File: config.mk
export PLATFORM = sky130hd
export DESIGN_NAME = burst_data_pipe
export DESIGN_NICKNAME = d
export VERILOG_FILES = /design/src/rtl/burst_data_pipe.sv
export SDC_FILE = /design/constraint.sdc
export NUM_CORES = 2
export LEC_CHECK = 0
export BUFFER_PORTS_ARGS = -buffer_cell sky130_fd_sc_hd__buf_4
export CORE_MARGIN = 2
export CORE_UTILIZATION = 62
export CTS_CLUSTER_SIZE = 24
export DETAILED_ROUTE_END_ITERATION = 10
export PLACE_DENSITY = 0.88
export RECOVER_POWER = 50
export SLEW_MARGIN = 20
export SYNTH_ARGS = -nofsm -noshare
export SYNTH_HDL_FRONTEND = slang
export SYNTH_SLANG_ARGS = --single-unit
File: constraint.sdc
create_clock -name clock_t -period 11.78 [get_ports clock_t]
set_clock_uncertainty 0.2 [all_clocks]
set_input_delay 1.178 -clock clock_t [delete_from_list [all_inputs] [get_ports clock_t]]
set_output_delay 1.178 -clock clock_t [all_outputs]
set_load 0.05 [all_outputs]
File: src/rtl/burst_data_pipe.sv
// burst_data_pipe: request pipeline between a host traffic source and the
// DDR4 command/data pins.
//   - Host requests (req_*) are queued in a pending FIFO (req_ready = not full).
//   - act_rdy moves the pending head into a CAS FIFO and an RW FIFO and
//     issues ACT; cas_rdy pops the CAS FIFO and issues CAS_R/CAS_W.
//   - rw_rdy pops the RW FIFO and starts either a write burst (preamble then
//     BL8/BC4 beats on dq_out/dqs_out) or a one-cycle dimm_rd pulse for reads.
//   - cmd_*: registered command bus; pend/cas/rw_level: FIFO occupancy;
//     err: sticky strobe-misuse flags.

// Small circular FIFO. dout shows the head entry; the caller must not pop
// when empty or push when full without a simultaneous pop.
module burst_data_pipe_fifo #(
    parameter int WIDTH = 8,
    parameter int DEPTH = 8
) (
    input  logic                       clock_t,
    input  logic                       reset_n,
    input  logic                       push,
    input  logic                       pop,
    input  logic [WIDTH-1:0]           din,
    output logic [WIDTH-1:0]           dout,
    output logic [$clog2(DEPTH):0]     level
);
    localparam int PTR_W = $clog2(DEPTH);
    localparam int LVL_W = PTR_W + 1;

    logic [WIDTH-1:0] mem_r [DEPTH];
    logic [PTR_W-1:0] wr_ptr_r;
    logic [PTR_W-1:0] rd_ptr_r;
    logic [LVL_W-1:0] level_r;

    assign dout  = mem_r[rd_ptr_r];
    assign level = level_r;

    // Storage array: written at the write pointer, no reset needed for data.
    always_ff @(posedge clock_t) begin
        if (push) begin
            mem_r[wr_ptr_r] <= din;
        end
    end

    // Pointer and occupancy bookkeeping; pointers wrap modulo DEPTH.
    always_ff @(posedge clock_t or negedge reset_n) begin
        if (!reset_n) begin
            wr_ptr_r <= {PTR_W{1'b0}};
            rd_ptr_r <= {PTR_W{1'b0}};
            level_r  <= {LVL_W{1'b0}};
        end else begin
            if (push) wr_ptr_r <= wr_ptr_r + {{(PTR_W-1){1'b0}}, 1'b1};
            if (pop)  rd_ptr_r <= rd_ptr_r + {{(PTR_W-1){1'b0}}, 1'b1};
            case ({push, pop})
                2'b10:   level_r <= level_r + {{(LVL_W-1){1'b0}}, 1'b1};
                2'b01:   level_r <= level_r - {{(LVL_W-1){1'b0}}, 1'b1};
                default: level_r <= level_r;
            endcase
        end
    end
endmodule

module burst_data_pipe #(
    parameter int ADDR_WIDTH = 32,
    parameter int TA_WIDTH   = 29,
    parameter int ADDR_LSB   = 3,
    parameter int DQ_WIDTH   = 8,
    parameter int DEPTH      = 8
) (
    input  logic                      clock_t,
    input  logic                      reset_n,
    input  logic                      req_valid,
    output logic                      req_ready,
    input  logic [1:0]                req_rw,
    input  logic [ADDR_WIDTH-1:0]     req_addr,
    input  logic [8*DQ_WIDTH-1:0]     req_wdata,
    input  logic                      act_rdy,
    input  logic                      cas_rdy,
    input  logic                      rw_rdy,
    input  logic                      bc4,
    input  logic                      wpre2,
    output logic                      cmd_valid,
    output logic [1:0]                cmd_code,
    output logic [TA_WIDTH-1:0]       cmd_addr,
    output logic [DQ_WIDTH-1:0]       dq_out,
    output logic                      dq_oe,
    output logic                      dqs_oe,
    output logic                      dqs_out,
    output logic                      dimm_rd,
    output logic [$clog2(DEPTH):0]    pend_level,
    output logic [$clog2(DEPTH):0]    cas_level,
    output logic [$clog2(DEPTH):0]    rw_level,
    output logic [2:0]                err
);
    localparam int LVL_W  = $clog2(DEPTH) + 1;
    localparam int WD_W   = 8 * DQ_WIDTH;
    localparam int PEND_W = 2 + TA_WIDTH + WD_W;
    localparam int CASF_W = 2 + TA_WIDTH;
    localparam int RWF_W  = 2 + WD_W;
    localparam logic [LVL_W-1:0] FULL_LVL = LVL_W'(DEPTH);
    localparam logic [LVL_W-1:0] ZERO_LVL = {LVL_W{1'b0}};
    localparam logic [1:0] RW_READ  = 2'b01;
    localparam logic [1:0] RW_WRITE = 2'b10;
    localparam logic [1:0] CMD_NOP  = 2'd0;
    localparam logic [1:0] CMD_ACT  = 2'd1;
    localparam logic [1:0] CMD_CASR = 2'd2;
    localparam logic [1:0] CMD_CASW = 2'd3;

    typedef enum logic [1:0] {ST_IDLE = 2'd0, ST_PRE = 2'd1, ST_DATA = 2'd2} state_t;

    // Physical-to-memory address mapping: drop the ADDR_LSB low bits.
    function automatic logic [TA_WIDTH-1:0] map_addr(input logic [ADDR_WIDTH-1:0] a);
        return a[ADDR_LSB +: TA_WIDTH];
    endfunction

    logic                  unused_addr_s;
    logic                  push_pend_s, act_try_s, act_ok_s, act_go_s, act_fail_s;
    logic                  cas_go_s, cas_err_s, rw_go_s, rw_err_s;
    logic [PEND_W-1:0]     pend_dout_s;
    logic [CASF_W-1:0]     cas_dout_s;
    logic [RWF_W-1:0]      rwf_dout_s;
    logic [1:0]            pend_rw_s, cas_rw_s, rwf_rw_s;
    logic [TA_WIDTH-1:0]   pend_addr_s, cas_addr_s;
    logic [WD_W-1:0]       pend_wdata_s, rwf_wdata_s;

    logic                  act_pend_r;
    logic                  cmd_valid_r;
    logic [1:0]            cmd_code_r;
    logic [TA_WIDTH-1:0]   cmd_addr_r;
    logic [2:0]            err_r;
    state_t                state_r;
    logic [1:0]            pre_cnt_r;
    logic [3:0]            bl_r;
    logic [3:0]            beat_r;
    logic [WD_W-1:0]       shreg_r;
    logic [DQ_WIDTH-1:0]   dq_out_r;
    logic                  dq_oe_r, dqs_oe_r, dqs_out_r, dimm_rd_r;

    // Address bits outside the mapped window are intentionally ignored.
    assign unused_addr_s = ^req_addr;

    assign {pend_rw_s, pend_addr_s, pend_wdata_s} = pend_dout_s;
    assign {cas_rw_s, cas_addr_s}                 = cas_dout_s;
    assign {rwf_rw_s, rwf_wdata_s}                = rwf_dout_s;

    assign req_ready   = (pend_level < FULL_LVL);
    assign push_pend_s = req_valid & req_ready;

    // CAS owns the command bus: any ACT attempt waits out a cas_rdy cycle.
    assign act_try_s  = (act_rdy | act_pend_r) & ~cas_rdy;
    assign act_ok_s   = (pend_level != ZERO_LVL) & (cas_level < FULL_LVL) & (rw_level < FULL_LVL);
    assign act_go_s   = act_try_s & act_ok_s;
    assign act_fail_s = act_try_s & ~act_ok_s;
    assign cas_go_s   = cas_rdy & (cas_level != ZERO_LVL);
    assign cas_err_s  = cas_rdy & (cas_level == ZERO_LVL);
    assign rw_go_s    = rw_rdy & (state_r == ST_IDLE) & (rw_level != ZERO_LVL);
    assign rw_err_s   = rw_rdy & ~rw_go_s;

    burst_data_pipe_fifo #(.WIDTH(PEND_W), .DEPTH(DEPTH)) u_pend (
        .clock_t(clock_t), .reset_n(reset_n), .push(push_pend_s), .pop(act_go_s),
        .din({req_rw, map_addr(req_addr), req_wdata}), .dout(pend_dout_s), .level(pend_level)
    );
    burst_data_pipe_fifo #(.WIDTH(CASF_W), .DEPTH(DEPTH)) u_cas (
        .clock_t(clock_t), .reset_n(reset_n), .push(act_go_s), .pop(cas_go_s),
        .din({pend_rw_s, pend_addr_s}), .dout(cas_dout_s), .level(cas_level)
    );
    burst_data_pipe_fifo #(.WIDTH(RWF_W), .DEPTH(DEPTH)) u_rw (
        .clock_t(clock_t), .reset_n(reset_n), .push(act_go_s), .pop(rw_go_s),
        .din({pend_rw_s, pend_wdata_s}), .dout(rwf_dout_s), .level(rw_level)
    );

    // Deferred ACT flag, command bus register and sticky error flags.
    always_ff @(posedge clock_t or negedge reset_n) begin
        if (!reset_n) begin
            act_pend_r  <= 1'b0;
            cmd_valid_r <= 1'b0;
            cmd_code_r  <= CMD_NOP;
            cmd_addr_r  <= {TA_WIDTH{1'b0}};
            err_r       <= 3'b000;
        end else begin
            if (act_rdy & cas_rdy) begin
                act_pend_r <= 1'b1;
            end else if (act_try_s) begin
                act_pend_r <= 1'b0;
            end else begin
                act_pend_r <= act_pend_r;
            end

            if (cas_go_s && (cas_rw_s == RW_READ || cas_rw_s == RW_WRITE)) begin
                cmd_valid_r <= 1'b1;
                cmd_code_r  <= (cas_rw_s == RW_READ) ? CMD_CASR : CMD_CASW;
                cmd_addr_r  <= cas_addr_s;
            end else if (act_go_s) begin
                cmd_valid_r <= 1'b1;
                cmd_code_r  <= CMD_ACT;
                cmd_addr_r  <= pend_addr_s;
            end else begin
                cmd_valid_r <= 1'b0;
                cmd_code_r  <= CMD_NOP;
                cmd_addr_r  <= {TA_WIDTH{1'b0}};
            end

            err_r <= err_r | {rw_err_s, cas_err_s, act_fail_s};
        end
    end

    // Data-phase FSM: preamble then one beat per cycle, LSB beat first.
    always_ff @(posedge clock_t or negedge reset_n) begin
        if (!reset_n) begin
            state_r   <= ST_IDLE;
            pre_cnt_r <= 2'd0;
            bl_r      <= 4'd0;
            beat_r    <= 4'd0;
            shreg_r   <= {WD_W{1'b0}};
            dq_out_r  <= {DQ_WIDTH{1'b0}};
            dq_oe_r   <= 1'b0;
            dqs_oe_r  <= 1'b0;
            dqs_out_r <= 1'b0;
            dimm_rd_r <= 1'b0;
        end else begin
            dimm_rd_r <= 1'b0;
            case (state_r)
                ST_IDLE: begin
                    dq_out_r  <= {DQ_WIDTH{1'b0}};
                    dq_oe_r   <= 1'b0;
                    dqs_oe_r  <= 1'b0;
                    dqs_out_r <= 1'b0;
                    if (rw_go_s && rwf_rw_s == RW_WRITE) begin
                        state_r   <= ST_PRE;
                        // Holds remaining preamble cycles minus one.
                        pre_cnt_r <= wpre2 ? 2'd1 : 2'd0;
                        bl_r      <= bc4 ? 4'd4 : 4'd8;
                        shreg_r   <= rwf_wdata_s;
                        dqs_oe_r  <= 1'b1;
                    end else if (rw_go_s && rwf_rw_s == RW_READ) begin
                        dimm_rd_r <= 1'b1;
                    end else begin
                        state_r <= ST_IDLE;
                    end
                end
                ST_PRE: begin
                    if (pre_cnt_r == 2'd0) begin
                        state_r   <= ST_DATA;
                        dq_out_r  <= shreg_r[DQ_WIDTH-1:0];
                        shreg_r   <= shreg_r >> DQ_WIDTH;
                        dq_oe_r   <= 1'b1;
                        dqs_out_r <= 1'b1;
                        beat_r    <= 4'd1;
                    end else begin
                        pre_cnt_r <= pre_cnt_r - 2'd1;
                    end
                end
                ST_DATA: begin
                    if (beat_r == bl_r) begin
                        state_r   <= ST_IDLE;
                        dq_out_r  <= {DQ_WIDTH{1'b0}};
                        dq_oe_r   <= 1'b0;
                        dqs_oe_r  <= 1'b0;
                        dqs_out_r <= 1'b0;
                    end else begin
                        dq_out_r  <= shreg_r[DQ_WIDTH-1:0];
                        shreg_r   <= shreg_r >> DQ_WIDTH;
                        dqs_out_r <= ~beat_r[0];
                        beat_r    <= beat_r + 4'd1;
                    end
                end
                default: begin
                    state_r   <= ST_IDLE;
                    dq_out_r  <= {DQ_WIDTH{1'b0}};
                    dq_oe_r   <= 1'b0;
                    dqs_oe_r  <= 1'b0;
                    dqs_out_r <= 1'b0;
                end
            endcase
        end
    end

    assign cmd_valid = cmd_valid_r;
    assign cmd_code  = cmd_code_r;
    assign cmd_addr  = cmd_addr_r;
    assign dq_out    = dq_out_r;
    assign dq_oe     = dq_oe_r;
    assign dqs_oe    = dqs_oe_r;
    assign dqs_out   = dqs_out_r;
    assign dimm_rd   = dimm_rd_r;
    assign err       = err_r;
endmodule

## After elaboration in Yosys (flattened, before gate mapping)

Memories as Yosys holds them, arrays and structs flattened.
Index checks and enable logic that the tools add are counted.

- Add/subtract/negate cells: 14
- Multiply operators: 0
- Divide/modulo/power cells: 0
- Order comparisons: 3
- Eq/ne operators: 19
- Shift-type cells: 0
- Mux-type cells: 45
- Bitwise gates (word level): 19
- Reductions and logical operators: 24

Operators with widths:

| operator | count |
|---|---|
| 64-bit two-way mux | 3 |
| 64-bit one-hot mux with 3 select lines | 1 |
| 29-bit two-way mux | 2 |
| 4-bit one-hot mux with 2 select lines | 4 |
| 3-bit by 1-bit adder with 3-bit output, second input constant | 6 |
| 1-bit two-way mux | 17 |
| 4-bit by 1-bit adder with 4-bit output, second input constant | 4 |
| 8-bit two-way mux | 2 |
| 8-bit one-hot mux with 2 select lines | 1 |
| 2-bit two-way mux | 7 |
| 1-bit bitwise AND | 12 |
| 2-bit by 1-bit == test with 1-bit output, second input constant | 6 |
| 2-bit == test, second input constant | 6 |
| 4-bit less-than comparator, second input constant | 3 |
| 4-bit two-way mux | 3 |
| 2-bit nonzero test | 6 |
| 4-bit nonzero test | 3 |
| 4-bit by 1-bit subtractor with 4-bit output, second input constant | 3 |
| 3-bit AND reduction | 3 |
| 2-bit != test, second input constant | 4 |
| 2-bit one-hot mux with 3 select lines | 1 |
| 2-bit AND reduction | 3 |
| 1-bit inverter | 5 |
| 4-bit == test | 1 |
| other kinds (14) | 18 |

- Bits in registers: 154
- Latch bits: 0
- Memory bits (writable): 1,536
- ROM bits: 0
- Output and inout bits: 60
- Logic and storage cells: 151
- Memories kept: 3

Memories:

| memory | depth | width | read ports | clocked after Yosys merged registers in | write ports | RTL line | text |
|---|---|---|---|---|---|---|---|
| u_pend.mem_r | 8 | 95 | 1 | 0 | 1 | 28 | `logic [WIDTH-1:0] mem_r [DEPTH];` |
| u_rw.mem_r | 8 | 66 | 1 | 0 | 1 | 28 |  |
| u_cas.mem_r | 8 | 31 | 1 | 0 | 1 | 28 |  |

## Depth between registers and ports, before layout

- Word-level depth: 7
- Mapped depth: 14
- Gate-level depth less buffers: 11

## Modules after synthesis

Synthesis repeated with hierarchy kept, for this count alone.

- Cells, all modules: 2,788
- Area total of the unflattened synthesis: 65,829.4 um2

By module, submodules not included:

| module | times used | cells each | area each (um2) | sequential area each (um2) |
|---|---|---|---|---|
| burst_data_pipe_fifo (u_pend) | 1 | 1,150 | 29,798.6 | 23,072.1 |
| burst_data_pipe_fifo (u_rw) | 1 | 815 | 20,337.0 | 16,105.4 |
| burst_data_pipe_fifo (u_cas) | 1 | 411 | 10,095.9 | 7,697.4 |
| burst_data_pipe | 1 | 412 | 5,597.9 | 3,052.9 |

## Worst setup path before layout

No wires, ideal clock.

- Kind: reg-to-reg
- Start: register u_pend.level_r[3] (netlist: u_pend.level[3])
- End: memory u_rw.mem_r[2][0] (netlist bit) (enable)
- Setup time: 0.676 ns
- Data arrival time: 8.531 ns
- Data required time: 10.904 ns
- Slack: 2.373 ns
- Stages on the path, launching flop included: 6
- Period minus slack after synthesis: 9.407 ns
- Cells stage by stage: dfrtp_1 > inv_1 > a211o_1 > nand2b_1 > clkbuf_1 > nor4b_1

- Word-level cells in the longest chain between the ends: 6

RTL lines:

| element | RTL line | text |
|---|---|---|
| from (decl) | 31 | `logic [LVL_W-1:0] level_r;` |
| from (signal assigned) | 48 | `level_r <= {LVL_W{1'b0}};` |
| from (signal assigned) | 53 | `2'b10: level_r <= level_r + {{(LVL_W-1){1'b0}}, 1'b1};` |
| from (signal assigned) | 54 | `2'b01: level_r <= level_r - {{(LVL_W-1){1'b0}}, 1'b1};` |
| 4-bit nonzero test | 149 | `assign act_ok_s = (pend_level != ZERO_LVL) & (cas_level < FULL_LVL) & (rw_level < FULL_LVL);` |
| 1-bit bitwise AND (2 in a row) | 149 |  |
| 1-bit bitwise AND | 150 | `assign act_go_s = act_try_s & act_ok_s;` |
| 1-bit two-way mux | 38 | `if (push) begin` |
| 1-bit two-way mux (implied by the code) | 39 | `mem_r[wr_ptr_r] <= din;` |
| to (decl) | 28 |  |

No other way between the ends.

## Worst setup path in the final report

- Start: input port req_valid
- End: memory u_pend.mem_r[1][43] (netlist bit) (enable)

- Word-level cells in the longest chain between the ends: 3

RTL lines:

| element | RTL line | text |
|---|---|---|
| from (decl) | 70 | `input logic req_valid,` |
| 1-bit bitwise AND | 145 | `assign push_pend_s = req_valid & req_ready;` |
| 1-bit two-way mux | 38 |  |
| 1-bit two-way mux (implied by the code) | 39 |  |
| to (decl) | 28 |  |

No other way between the ends.

==> results.cfg <==
[timing]
tightest_slew_ns = 7.76
period_needed_ns = 7.99
period_share_pct = 67.8
tns_ns = 0
rsz0062_at_grt = false
setup_viol = 0
fin_hold_ws_ns = 0.261
final_max_slew_viol_count = 1084
fmax_ghz = 0.125
finalHoldViolCount = 0
relSlewSlack_pct = -418

[floorplanning]
core_mm2 = 0.103
die_w_um = 327
rows = 118
dieArea_mm2 = 0.107
start_util_pct = 62.4
ios = 166
die_y_um = 327

[clock_tree]
h-tree-depth = 4
clk_latency_ns = 0.78
cts_tree = built
post_cts_buffers = 0
postCtsHoldBufs = 0
clkSinkCount = 1688
root_buffer = clkbuf_16
clockBufferDepth = 3
clkTransAtPathRegs_ns = 0.06
post_cts_resized = 0
cts_buffers = 157

[final_layout]
final_cell_mix = 1536 x edfxtp_1, 382 x mux4_2, 211 x clkbuf_1, 161 x clkbuf_16, 145 x dfrtp_1
fin_cells = 4623
layout_commonest_cell = edfxtp_1
synthToLayoutAreaGrowth_pct = 11.3
final_nets = 3229
drive_above_1_share_pct = 26.0
fin_util_pct = 69.5

[placed_design]
dp_hpwl_um = 77700
port_buffers = 162
place_inst = 4320
gp_congestion = 0.727

[drt]
via_count = 33000
drt_iter0_markers = 5545
ant_nets = 0
drt_drc_violations_left = 0
viasPerCell = 7.14
avgRoutedWirePerCell_um = 36.7
first_pass_iters = 8
wl_um = 170000

[global_routing]
grt_remaining_overflow = 0
grt_pass1_wl_um = 242000
antenna_found_initial = 23
grt_pass1_vias = 33100
grt_max_degree = 103
track_usage_pct = 31.8

[worst_setup_path]
crit_type = in -> reg
cp.arrival_ns = 7.91
cp-end-kind = flip-flop
startpoint_type = primary input
critical_path_required_ns = 11.70
cp_max_fo = 95

[logic_synthesis]
syn_area_mm2 = 0.0646
synth.distinct_cells = 50
ys_warn_count = 0
ys_ff_latch = 1688
synthFlopType = edfxtp_1
async_flop_share_pct = 9.00
avgSynthCellArea_um2 = 22.5
synth_edf_count = 1536
seq_area_frac_synth_pct = 77.3
synth_fp_nets = 2995
synthCells = 2867

[power]
power_density_mw_per_mm2 = 264
p_leak_nw = 23.3
vdd_drop_max_mv = 0.202

[flow_run]
cap_violations = 23

[run_status]
status = complete, but fails checks
violations = capacitance limit, slew limit

[hold_path]
hold_class = reg -> reg
layer usage:
layer	routed length (um)	part of all wire, %	GRT usage [%]
met3	18800	11	5.50
met1	55600	33	41.8
met2	85300	50	52.2
met5	75	0.044	0
met4	9830	5.8	16.3
cell families (layout without fill, tap and decap cells):
group,after synthesis,in the layout,share of synthesized area [%]
and+or+nand+nor,174,174,1.21
xor gates and xnor gates,30,30,0.407
adders and majority gates,22,22,0.426
DFF,1688,1688,77.3
buffers and inverters,160,519,1.02
AOI/OAI and AO/OA,141,141,1.48
muxes,652,652,18.2
other,0,17,0
sequential cells by signal, indices dropped and copies added (netlist names), 3 cells and up:
register and count:
beat_r 4, u_pend.level 4, err 3, shreg_r 64
u_pend.rd_ptr_r 3, u_rw.wr_ptr_r 3, u_rw.mem_r 528, u_pend.wr_ptr_r 3
u_cas.mem_r 248, u_cas.wr_ptr_r 3, dq_out 8, u_rw.rd_ptr_r 3
u_cas.level 4, cmd_addr 29, u_pend.mem_r 760, u_rw.level 4
u_cas.rd_ptr_r 3
through the flow:
step	power (mW)	worst slack, ns	area (um^2)
3_5_place_dp	13.5	6.51	67600
6_report	19.0	3.79	71900
3_3_place_gp	13.1	6.59	67600
4_1_cts	18.8	6.83	72600
5_1_grt	19.4	3.60	71900
2_1_floorplan	12.0	2.37	64600
report_power, final:
group / internal [mW] / switching (mW)
Combinational: 2.30 / 3.16
Clock: 2.79 / 2.29
Sequential: 7.82 / 0.596
Total: 12.9 / 6.05
worst max-delay path, stage by stage:
cell and delay [ns]:
clkbuf_4 0.10, nor2b_1 0.45, nand2_1 0.33, nor3_1 0.30, clkbuf_1 5.38
Yosys cell counts, drive strengths merged (3+ instances only):
cell     count  area share, %
nand3        3          0.023
o21ai       68           0.53
nor3        10          0.077
o2bb2ai     29           0.39
a21oi        6          0.046
clkbuf      87           0.51
a22o         9           0.12
nand2b       9          0.087
nor3b        4          0.046
mux4       382             13
xor2        13           0.18
nor4         4          0.039
nand2       95           0.55
a21o         3          0.035
mux2i       99            1.5
nor2b        3          0.029
inv         16          0.093
buf         57           0.43
xnor2       17           0.23
dfrtp      152            5.9
nor2        34           0.20
nor4b        4          0.054
a211oi       6          0.070
ha          22           0.43
mux2       171            3.3
edfxtp    1536             71
layout make-up:
type                       count  area [um^2]
sequential                  1688        49900
fill                        5460        31600
multi-input combinational   1019        14100
clock buffer                 208         4350
tap                         1380         1730
timing repair buffer         219         1010
clock inverter                76          694
inverter                      16         60.1
antenna                       17         42.5
path summary, 6_finish.rpt:
check / from / endpoint / slack, ns / depth (start not counted)
hold / removal: err[2]$_DFF_PN0_ / err[2]$_DFF_PN0_ / 0.26 / 1
setup reg to reg: u_pend.level[3]$_DFFE_PN0P_ / u_pend.mem_r[1][43]$_DFFE_PP_ / 3.92 / 4
max in group asynchronous: reset_n / u_rw.rd_ptr_r[0]$_DFFE_PN0P_ / 5.13 / 2
setup / recovery: req_valid / u_pend.mem_r[1][43]$_DFFE_PP_ / 3.79 / 5
hold reg to reg: err[2]$_DFF_PN0_ / err[2]$_DFF_PN0_ / 0.26 / 1
min in group asynchronous: reset_n / u_pend.level[2]$_DFFE_PN0P_ / 1.07 / 1
(Power assumes the default switching activity.)
